`config.mk`:
```
export PLATFORM = sky130hd
export DESIGN_NAME = cory_axis_rd_arb
export DESIGN_NICKNAME = d
export VERILOG_FILES = /design/src/rtl/cory_axis_rd_arb.sv
export SDC_FILE = /design/constraint.sdc
export NUM_CORES = 1
export LEC_CHECK = 0
export CAP_MARGIN = 5
export CORE_AREA = 8 8 118 120
export CTS_CLUSTER_DIAMETER = 150
export DETAILED_ROUTE_END_ITERATION = 16
export DIE_AREA = 0 0 126 128
export GPL_TIMING_DRIVEN = 0
export HOLD_SLACK_MARGIN = 0.15
export MAX_ROUTING_LAYER = met4
export PLACE_DENSITY = 0.72
export SETUP_SLACK_MARGIN = 0.15
export SYNTH_ARGS = -nofsm -noshare
export SYNTH_HDL_FRONTEND = slang
export SYNTH_SLANG_ARGS = --single-unit
```
`constraint.sdc`:
```
create_clock -name clk -period 1.3 [get_ports clk]
set_clock_uncertainty 0.05 [all_clocks]
set_input_delay 0.195 -clock clk [delete_from_list [all_inputs] [get_ports clk]]
set_output_delay 0.195 -clock clk [all_outputs]
set_load 0.005 [all_outputs]
```
`src/rtl/cory_axis_rd_arb.sv`:
```
// rtl/cory_axis_rd_arb.sv - two-to-one round-robin read arbiter for a single-outstanding AR/R slave
// Grant is held from the AR handshake through the last R beat; a beat counter flags misplaced last beats.
module cory_axis_rd_arb #(
    parameter int A = 32,
    parameter int D = 64,
    parameter int L = 4
) (
    input  logic         clk,
    input  logic         reset,
    input  logic         i_s0_ar_v,
    input  logic [A-1:0] i_s0_ar_a,
    input  logic [L-1:0] i_s0_ar_l,
    output logic         o_s0_ar_r,
    output logic         o_s0_r_v,
    output logic [D-1:0] o_s0_r_d,
    output logic         o_s0_r_l,
    input  logic         i_s0_r_r,
    input  logic         i_s1_ar_v,
    input  logic [A-1:0] i_s1_ar_a,
    input  logic [L-1:0] i_s1_ar_l,
    output logic         o_s1_ar_r,
    output logic         o_s1_r_v,
    output logic [D-1:0] o_s1_r_d,
    output logic         o_s1_r_l,
    input  logic         i_s1_r_r,
    output logic         o_m_ar_v,
    output logic [A-1:0] o_m_ar_a,
    output logic [L-1:0] o_m_ar_l,
    input  logic         i_m_ar_r,
    input  logic         i_m_r_v,
    input  logic [D-1:0] i_m_r_d,
    input  logic         i_m_r_l,
    output logic         o_m_r_r,
    output logic [1:0]   o_gnt,
    output logic         o_busy,
    output logic         o_err
);
    typedef enum logic [1:0] {IDLE, ADDR, DATA} state_t;

    state_t       state_q, state_d;
    logic         gnt_q, gnt_d;    // 0 selects s0, 1 selects s1
    logic         last_q, last_d;  // requester that most recently completed a burst
    logic [L-1:0] cnt_q, cnt_d;
    logic         err_q, err_d;

    logic         sel_ar_v;
    logic         sel_r_r;

    assign sel_ar_v = gnt_q ? i_s1_ar_v : i_s0_ar_v;
    assign sel_r_r  = gnt_q ? i_s1_r_r  : i_s0_r_r;

    assign o_m_ar_a = gnt_q ? i_s1_ar_a : i_s0_ar_a;
    assign o_m_ar_l = gnt_q ? i_s1_ar_l : i_s0_ar_l;
    assign o_s0_r_d = i_m_r_d;
    assign o_s1_r_d = i_m_r_d;

    assign o_gnt  = (state_q == IDLE) ? 2'b00 : {gnt_q, ~gnt_q};
    assign o_busy = (state_q != IDLE);
    assign o_err  = err_q;

    always_ff @(posedge clk) begin
        if (reset) begin
            state_q <= IDLE;
            gnt_q   <= 1'b0;
            last_q  <= 1'b1;
            cnt_q   <= '0;
            err_q   <= 1'b0;
        end else begin
            state_q <= state_d;
            gnt_q   <= gnt_d;
            last_q  <= last_d;
            cnt_q   <= cnt_d;
            err_q   <= err_d;
        end
    end

    always_comb begin
        state_d   = state_q;
        gnt_d     = gnt_q;
        last_d    = last_q;
        cnt_d     = cnt_q;
        err_d     = err_q;
        o_m_ar_v  = 1'b0;
        o_s0_ar_r = 1'b0;
        o_s1_ar_r = 1'b0;
        o_s0_r_v  = 1'b0;
        o_s1_r_v  = 1'b0;
        o_s0_r_l  = 1'b0;
        o_s1_r_l  = 1'b0;
        o_m_r_r   = 1'b0;
        unique case (state_q)
            IDLE: begin
                if (i_s0_ar_v | i_s1_ar_v) begin
                    gnt_d   = (i_s0_ar_v & i_s1_ar_v) ? ~last_q : i_s1_ar_v;
                    state_d = ADDR;
                end
            end
            ADDR: begin
                o_m_ar_v  = sel_ar_v;
                o_s0_ar_r = ~gnt_q & i_m_ar_r;
                o_s1_ar_r =  gnt_q & i_m_ar_r;
                if (!sel_ar_v) begin
                    state_d = IDLE;
                end else if (i_m_ar_r) begin
                    cnt_d   = o_m_ar_l;
                    state_d = DATA;
                end
            end
            DATA: begin
                o_m_r_r  = sel_r_r;
                o_s0_r_v = ~gnt_q & i_m_r_v;
                o_s1_r_v =  gnt_q & i_m_r_v;
                o_s0_r_l = ~gnt_q & i_m_r_l;
                o_s1_r_l =  gnt_q & i_m_r_l;
                if (i_m_r_v & sel_r_r) begin
                    cnt_d = (cnt_q == '0) ? '0 : cnt_q - L'(1);
                    if (i_m_r_l != (cnt_q == '0)) begin
                        err_d = 1'b1;
                    end
                    // The slave's last flag, not the counter, ends the burst.
                    if (i_m_r_l) begin
                        last_d  = gnt_q;
                        state_d = IDLE;
                    end
                end
            end
            default: state_d = IDLE;
        endcase
    end
endmodule

```
==> results.txt, run 1 <==
TritonCTS built the clock tree. The tools report the maximum clock insertion buffer count as 2. The die covers 16100 µm². For the global-route congestion overflow total, the log shows 0. In the final layout, the share of cells above drive strength 1 is 52.3%. The logs give 4 for the number of detailed-route iterations in the first pass and 678 for the number of nets in the finished design. The number of nets handed over by synthesis was 389.

After synthesis, the netlist uses 33 different library cells. The floorplan row count came out at 41. Power spread over the standard cell area amounts to 498 nW/µm².

The synthesized flop and latch total came out at 9. Last element of the critical path: o_m_r_r. Counting every instance in the synthesized netlist gives 244. For the worst-skew pair, the clock arrives at the later sink with an insertion delay of 0.24 ns. The run finished, with violations left. The all-layer global routing usage was 12.7%. The initial utilization of the core area, before any placement, comes to 16.1%. The critical path is of the flip-flop to output port type. Clock transition at the register clock pins on the worst setup and hold paths after CTS: 0.04 ns. Leaving out fill and tap cells, the most frequent cell in the layout is sky130_fd_sc_hd__clkdlybuf4s50_1.

Kind of end point of the critical path: an output port. 321 I/O pins were placed. The number of global-route vias before repair is 2991. The checks that failed: setup timing. The synthesized area divided by synthesized cell count was 8.04 µm². The logs give 16100 µm for the global-route wire length before repair and 2 for the number of antenna violations at the first check in global routing.

In this design, the stage delay of the slowest critical-path cell is 0.33 ns. Final core area utilization: 45.2%. For the area of the mapped netlist, the log shows 1960 µm². The top cell type by total area after synthesis is sky130_fd_sc_hd__buf_4. The synthesis-to-finish area growth came out at 181%. The number of design rule violations left after detail routing was 0. The path class of the lowest-slack min-delay path was primary input to flip-flop. Number of max-slew violations in the final report: 0. The library cells used most frequently in the layout, excluding fill and tap cells, are sky130_fd_sc_hd__clkdlybuf4s50_1, sky130_fd_sc_hd__buf_4, sky130_fd_sc_hd__buf_6, sky130_fd_sc_hd__mux2_4, sky130_fd_sc_hd__nand2_1.

Detailed routing inserted a total of 2678 vias. At the end of routability-driven placement, the weighted congestion stood at 0.902. Of the synthesized area, sequential elements account for 9.18%. The slew of the pin with the lowest slew margin was 0.467 ns; the core region area was 12200 µm².

The total negative slack for setup checks came out at -15.28 ns. After synthesis, the share of flip-flops with an asynchronous set or reset is 0%. Measured along the y axis, the die boundary spans 128 µm. After synthesis, the largest area contributor takes up 49.0% of total cell area. Among all flip-flop cells after synthesis, the most frequent one is sky130_fd_sc_hd__dfxtp_1. In this run the critical register-to-register path is launched from gnt_q$_SDFFE_PP0P_.

The final-report hold violation count was 0. Largest net degree at the start of global routing: 9. Sorting the synthesized cells by area gives the leading types as sky130_fd_sc_hd__buf_4, sky130_fd_sc_hd__mux2_2, sky130_fd_sc_hd__dfxtp_1. At the worst endpoint, the required time is 1.05 ns. Wires add up to 11200 µm. The per-cell via count in the routed design is 3.92.

TritonCTS created 3 clock buffers. For this block, the initial DRC count from the detailed router was 69. The run gives 0.225 ns as the worst slack on hold paths. During placement, the flow inserted port buffers numbering 255.

Among cell families on the critical path, the largest total delay comes from buffers and inverters. The critical path goes through buf_12 -> buf_4 -> mux2i_4 -> buf_4 -> nor2_4 -> buf_2. The count of final setup violators came out at 54. The die is 126 µm wide.

The tools report the worst setup path startpoint as gnt_q$_SDFFE_PP0P_. For flop-to-flop paths, the worst setup slack is -0.32 ns. The worst-case IR drop observed on VDD is 0.000290 V. Based on the critical path, the design can be clocked at up to 609 MHz.

Counting both buffers and inverters, the worst setup path holds a total of 4. The critical path runs through a total of 6 cells. Headroom to the max-slew limit came out at 68.9%.

OpenSTA, run right after detailed placement, puts the worst setup slack at -0.634 ns. Buffers inserted to repair hold after CTS numbered 0. For this run, the number of Yosys warnings is 0.

The largest fanout of any net on the critical path is 4. The root buffer cell chosen for the clock tree is sky130_fd_sc_hd__clkbuf_16. After layout, the worst path uses 126% of the clock period. The number of nets with antenna violations after routing is 0. The worst register-to-register path ends at cnt_q[1]$_SDFFE_PP0P_. The worst path in the final design needs a cycle of 1.64 ns, including I/O delays and setup. Number of enable-type register cells in the synthesized netlist: 0.

At the worst endpoint, the arrival time is 1.40 ns. The tool flagged a number of max-cap violations equal to 0. The leakage power figure is 2.46 nW, and the power consumption is 2.75 mW. The maximum level of the CTS H-tree is 1, and the total half-perimeter wirelength after legalization and detailed placement is 9300 µm. The smallest setup slack after layout was -0.341 ns. Most numerous cell on the critical path: sky130_fd_sc_hd__buf_4. Setup repair after global routing could not meet its margin everywhere. For the worst flop-to-flop path, the logic depth is 7. The library cell contributing the largest single delay on the critical path was sky130_fd_sc_hd__dfxtp_2. Clock tree synthesis found a total of 9 sinks. The worst setup path is launched from a flip-flop.

The routed wire length per instance is 16.3 µm.
-- registers in the layout, summed over array words and instances (netlist names) --
signal and count:
cnt_q 4, state_q 2, gnt_q 1, last_q 1, o_err 1
-- per-stage QoR --
stage / cells / instance area [µm²]
6_report: 684 / 5510
4_1_cts: 676 / 5390
5_1_grt: 684 / 5510
3_3_place_gp: 649 / 4770
3_5_place_dp: 649 / 4770
2_1_floorplan: 244 / 2030
-- metal layers --
| metal | up-vias | part of all wire, % | GRT usage, % |
|---|---|---|---|
| met5 | - | 0 | - |
| met4 | 0 | 1.5 | 3.68 |
| met3 | 11 | 11 | 4.37 |
| met2 | 193 | 53 | 23.9 |
| met1 | 1213 | 35 | 12.1 |
| li1 | 1261 | - | - |
-- where the power goes --
part / internal, mW / total [mW] / leakage (nW) / switching, mW
clock: 0.412 / 0.564 / 0.0382 / 0.152
combinational: 1.35 / 1.87 / 2.35 / 0.525
sequential: 0.291 / 0.313 / 0.0747 / 0.0219
total: 2.05 / 2.75 / 2.46 / 0.699
-- worst register-to-register path: cells and delay by family (launching register included) --
kind	cells	cell delay, ns
multiplexers	1	0.19
flip-flops	1	0.32
buffers and inverters	3	0.41
AO/OA/AOI/OAI	3	0.54
-- worst min path at each step --
stage	startpoint	cells after the start	endpoint
floorplan	i_s1_ar_v	2	gnt_q$_SDFFE_PP0P_
global placement	o_err$_SDFFE_PP0P_	2	o_err$_SDFFE_PP0P_
detailed placement	o_err$_SDFFE_PP0P_	2	o_err$_SDFFE_PP0P_
CTS	reset	2	gnt_q$_SDFFE_PP0P_
global route	i_m_ar_r	3	state_q[0]$_SDFFE_PP0P_
finish	i_m_ar_r	3	state_q[0]$_SDFFE_PP0P_
-- timing repair --
action / CTS / global route
pin swaps: 12 / 8
endpoints found under the hold margin: 0 / 0
gates cloned: 2 / 0
setup endpoints to repair: 57 / 57
gates resized for setup: 305 / 21
setup buffers: 21 / 6
-- cell usage after synthesis (2+ instances only) --
master and count:
sky130_fd_sc_hd__a21oi_1 4, sky130_fd_sc_hd__and3_1 2, sky130_fd_sc_hd__buf_2 4, sky130_fd_sc_hd__buf_4 128, sky130_fd_sc_hd__dfxtp_1 9, sky130_fd_sc_hd__inv_1 3
sky130_fd_sc_hd__mux2_2 37, sky130_fd_sc_hd__nand2_1 9, sky130_fd_sc_hd__nand2b_1 2, sky130_fd_sc_hd__nand3_1 2, sky130_fd_sc_hd__nand3b_1 2, sky130_fd_sc_hd__nor2_1 14
sky130_fd_sc_hd__nor2b_1 2, sky130_fd_sc_hd__nor3_1 2, sky130_fd_sc_hd__nor4_1 2, sky130_fd_sc_hd__o21ai_0 5
-- cell type report --
class | count | area [µm²]
buffer | 134 | 1060
fill | 1108 | 6700
antenna | 2 | 5.00
inverter | 3 | 18.8
sequential | 9 | 186
clock buffer | 4 | 78.8
tap | 150 | 188
timing repair buffer | 284 | 2910
multi-input combinational | 98 | 1060
-- cells by family (layout without fill, tap and decap cells) --
logic type,Yosys count,count (layout),synth area share [%]
buffers and inverters,137,425,51.3
AND/OR/NAND/NOR,41,41,10.3
multiplexers,39,39,22.4
AO/OA/AOI/OAI,17,17,6.31
flip-flops,9,9,9.18
XOR/XNOR,1,1,0.447
other,0,2,0
Power figures use the tool's default switching activity.
==> inputs of run 2 (changes only) <==
--- a/config.mk
+++ b/config.mk
@@ -10,11 +10,9 @@
 export CTS_CLUSTER_DIAMETER = 150
 export DETAILED_ROUTE_END_ITERATION = 16
 export DIE_AREA = 0 0 126 128
-export GPL_TIMING_DRIVEN = 0
 export HOLD_SLACK_MARGIN = 0.15
 export MAX_ROUTING_LAYER = met4
 export PLACE_DENSITY = 0.72
-export SETUP_SLACK_MARGIN = 0.15
 export SYNTH_ARGS = -nofsm -noshare
 export SYNTH_HDL_FRONTEND = slang
 export SYNTH_SLANG_ARGS = --single-unit
==> constraint.sdc (replaced) <==
create_clock -name clk -period 1.3 [get_ports clk]
set_clock_uncertainty 0.05 [all_clocks]
set_input_delay 0.195 -clock clk [delete_from_list [all_inputs] [get_ports clk]]
set_output_delay 0.195 -clock clk [all_outputs]
set_load 0.01 [all_outputs]
==> results.txt, run 2 (same netlist as run 1, synthesis figures left out) <==
The final cycle utilization of the critical path was 123% (was 126%); the quantity of I/O buffers inserted on ports was 128 (was 255). The run finished, with violations left. The largest fanout of any net on the critical path came out at 8 (was 4). For the worst slew margin relative to its limit, the log shows 82.4% (was 68.9%).

The number of global-route vias before repair came out at 1825 (was 2991). The per-cell via count in the routed design came out at 3.84 (was 3.92). The tools report the total inserted antenna cells as 0 (was 2). Worst path cell trace: buf_12 -> buf_16 -> mux2_4 -> buf_6 (was buf_12 -> buf_4 -> mux2i_4 -> buf_4 -> nor2_4 -> buf_2).

The tools report the CTS sink count as 9 (unchanged). The tools report the total wire length after detailed routing as 7890 µm (was 11200 µm). The run gives 1 (unchanged) as the maximum level of the CTS H-tree. The pre-CTS setup slack is -0.566 ns (was -0.634 ns). The floorplan die height was 128 µm (unchanged). The run gives 0.23 ns (was 0.24 ns) as the later-pin clock latency in the skew report. The slew of the pin with the lowest slew margin works out to 0.262 ns (was 0.467 ns).

Number of nets with antenna violations after routing: 0 (unchanged). The tools report the cell count after placement as 417 (was 649). The all-layer global routing usage is 9.12% (was 12.7%). The smallest setup slack after layout came out at -0.303 ns (was -0.341 ns).

The area enclosed by the die boundary came out at 16100 µm² (unchanged). The tools report the kind of end point of the critical path as an output port (unchanged). The global placement routability congestion came out at 0.888 (was 0.902). The library cell contributing the largest single delay on the critical path was sky130_fd_sc_hd__dfxtp_4 (was sky130_fd_sc_hd__dfxtp_2). The global-route congestion overflow total was 0 (unchanged); the number of standard cells in the layout, taps in and fillers out was 434 (was 684). The run gives 12200 µm² (unchanged) as the core region area. For the number of max-slew violations in the final report, the log shows 0 (unchanged).

The die outline width works out to 126 µm (unchanged). Largest regs: cnt_q (4), state_q (2) (unchanged). The commonest non-fill, non-tap cell in the layout is sky130_fd_sc_hd__clkdlybuf4s50_1 (unchanged). For the routed length on met1, the log shows 2650 µm (was 3870 µm). The number of antenna violations at the first check in global routing was 0 (was 2). Count of final setup violators: 51 (was 54).

The final-report hold violation count came out at 0 (unchanged). The met3 wire length is 1090 µm (was 1240 µm), and the count of hold-fix buffers inserted at cts is 0 (unchanged). The tools report the peak supply drop as 0.000421 V (was 0.000290 V). Cell area after placement: 2700 µm² (was 4770 µm²). The count of max-cap constraint violations is 0 (unchanged), and the sum of met2 wire segment lengths after detailed routing is 3940 µm (was 5880 µm). Arrival time at the worst endpoint: 1.36 ns (was 1.40 ns).

The path class of the lowest-slack min-delay path is primary input to flip-flop (unchanged). TritonCTS built the clock tree. Failing checks: setup timing (unchanged). The number of flip-flops under the largest register name is 4 (unchanged), and the starting density of the core is 16.1% (unchanged). The run gives 38 (was 69) as the number of DRC markers in iteration 0.

Power density over the cells: 621 nW/µm² (was 498 nW/µm²). For the leakage power figure, the log shows 1.36 nW (was 2.46 nW). The tools report the startpoint class of the critical path as a flip-flop (unchanged). The largest net degree at the start of global routing was 9 (unchanged); the number of inserted filler cells in the final layout was 1255 (was 1108).

The tools report the final core area utilization as 26.4% (was 45.2%). Register name with the most flops: cnt_q (unchanged). I/O pin count: 321 (unchanged). Maximum cell stage delay along the critical path: 0.42 ns (was 0.33 ns).

Most frequent cells in the layout: sky130_fd_sc_hd__clkdlybuf4s50_1, sky130_fd_sc_hd__buf_6, sky130_fd_sc_hd__mux2_4, sky130_fd_sc_hd__buf_4, sky130_fd_sc_hd__nor2_1 (was sky130_fd_sc_hd__clkdlybuf4s50_1, sky130_fd_sc_hd__buf_4, sky130_fd_sc_hd__buf_6, sky130_fd_sc_hd__mux2_4, sky130_fd_sc_hd__nand2_1). The run gives 3220 µm² (was 5510 µm²) as the area of all placed cells without fillers. The global-route wire length before repair is 11100 µm (was 16100 µm), and the shortest period the worst path allows is 1.60 ns (was 1.64 ns). The run gives 0.211 ns (was 0.225 ns) as the worst slack on hold paths.

The synthesis-to-finish area growth is 64.2% (was 181%). Maximum clock insertion buffer count: 2 (unchanged). The uppermost signal routing layer after detailed routing was met4 (unchanged).

For the via total after detailed routing, the log shows 1666 (was 2678). The floorplan row count came out at 41 (unchanged). The number of design rule violations left after detail routing was 0 (unchanged); the proportion of layout cells with a drive suffix above 1 was 54.2% (was 52.3%). The total half-perimeter wirelength after legalization and detailed placement is 6120 µm (was 9300 µm), and the clock transition at the register clock pins on the worst setup and hold paths after CTS is 0.04 ns (about the same).

The routed wire length per instance works out to 18.2 µm (was 16.3 µm). The tools report the buffer cell driving the clock tree root as sky130_fd_sc_hd__clkbuf_16 (unchanged). The highest clock rate is 624 MHz (was 609 MHz), and the number of clock buffers inserted by TritonCTS is 3 (unchanged). The tools report the number of detailed-route iterations in the first pass as 4 (unchanged). The classification of the worst setup path was flip-flop to output port (unchanged). Setup repair after global routing could not meet its margin everywhere. The logs give 430 (was 678) for the number of nets in the finished design and 1.05 ns (about the same) for the required time of the critical path.
==> run 2: cell count changes in the layout (fill, tap and decap cells not counted), moves of 3 or more <==
cell                              previous run  this run
sky130_fd_sc_hd__nor2_2                      1         4
sky130_fd_sc_hd__nor2_4                      7         1
sky130_fd_sc_hd__nor2_1                      6         9
sky130_fd_sc_hd__buf_4                     140        25
sky130_fd_sc_hd__clkdlybuf4s50_1           205        79
sky130_fd_sc_hd__buf_6                      53        46
==> run 2: what timing repair did <==
item                                    CTS  global route
cloned                                    3             0
gates resized for setup                 293            13
pin swaps                                12             2
endpoints found under the setup margin   56            54
buffers inserted                          7             4
==> run 2: per-stage QoR <==
stage / setup TNS, ns / power, mW
global route: -13.71 / 2.10
floorplan: -0.342 / 1.04
global placement: -18.12 / 1.22
CTS: -12.22 / 2.00
finish: -11.53 / 2.00
detailed placement: -18.57 / 1.23
==> run 2: area by class of cell <==
cell class | count | area, µm² | area share (%)
Clock buffer | 4 | 78.8 | 2.45
Tap cell | 150 | 188 | 5.83
Sequential cell | 9 | 189 | 5.87
Timing Repair Buffer | 170 | 1760 | 54.7
Inverter | 3 | 18.8 | 0.583
Multi-Input combinational cell | 98 | 983 | 30.5
==> run 2: final timing paths <==
| check | startpoint | endpoint | slack, ns | cells past startpoint |
|---|---|---|---|---|
| worst max-delay path | gnt_q$_SDFFE_PP0P_ | o_m_ar_a[11] | -0.30 | 4 |
| worst min-delay path | i_m_ar_r | state_q[0]$_SDFFE_PP0P_ | 0.21 | 3 |
| worst max register to register | gnt_q$_SDFFE_PP0P_ | cnt_q[1]$_SDFFE_PP0P_ | -0.25 | 6 |
| worst min register to register | o_err$_SDFFE_PP0P_ | o_err$_SDFFE_PP0P_ | 0.41 | 2 |
==> run 2: critical path, delay by kind of cell, from the launching register on <==
kind,cells,cell delay [ns]
flip-flops,1,0.42
buffers and inverters,3,0.39
multiplexers,1,0.31
==> run 2: routing by layer <==
metal,vias up,GRT usage (%)
met5,-,-
met4,0,3.18
met3,36,4.95
met2,146,16.0
met1,723,8.34
li1,761,-
==> run 2: power by group <==
part	switching [mW]	leakage [nW]	internal, mW	total (mW)
sequential	0.0219	0.0750	0.290	0.312
clock	0.133	0.0382	0.410	0.542
combinational	0.384	1.25	0.760	1.14
total	0.539	1.36	1.46	2.00
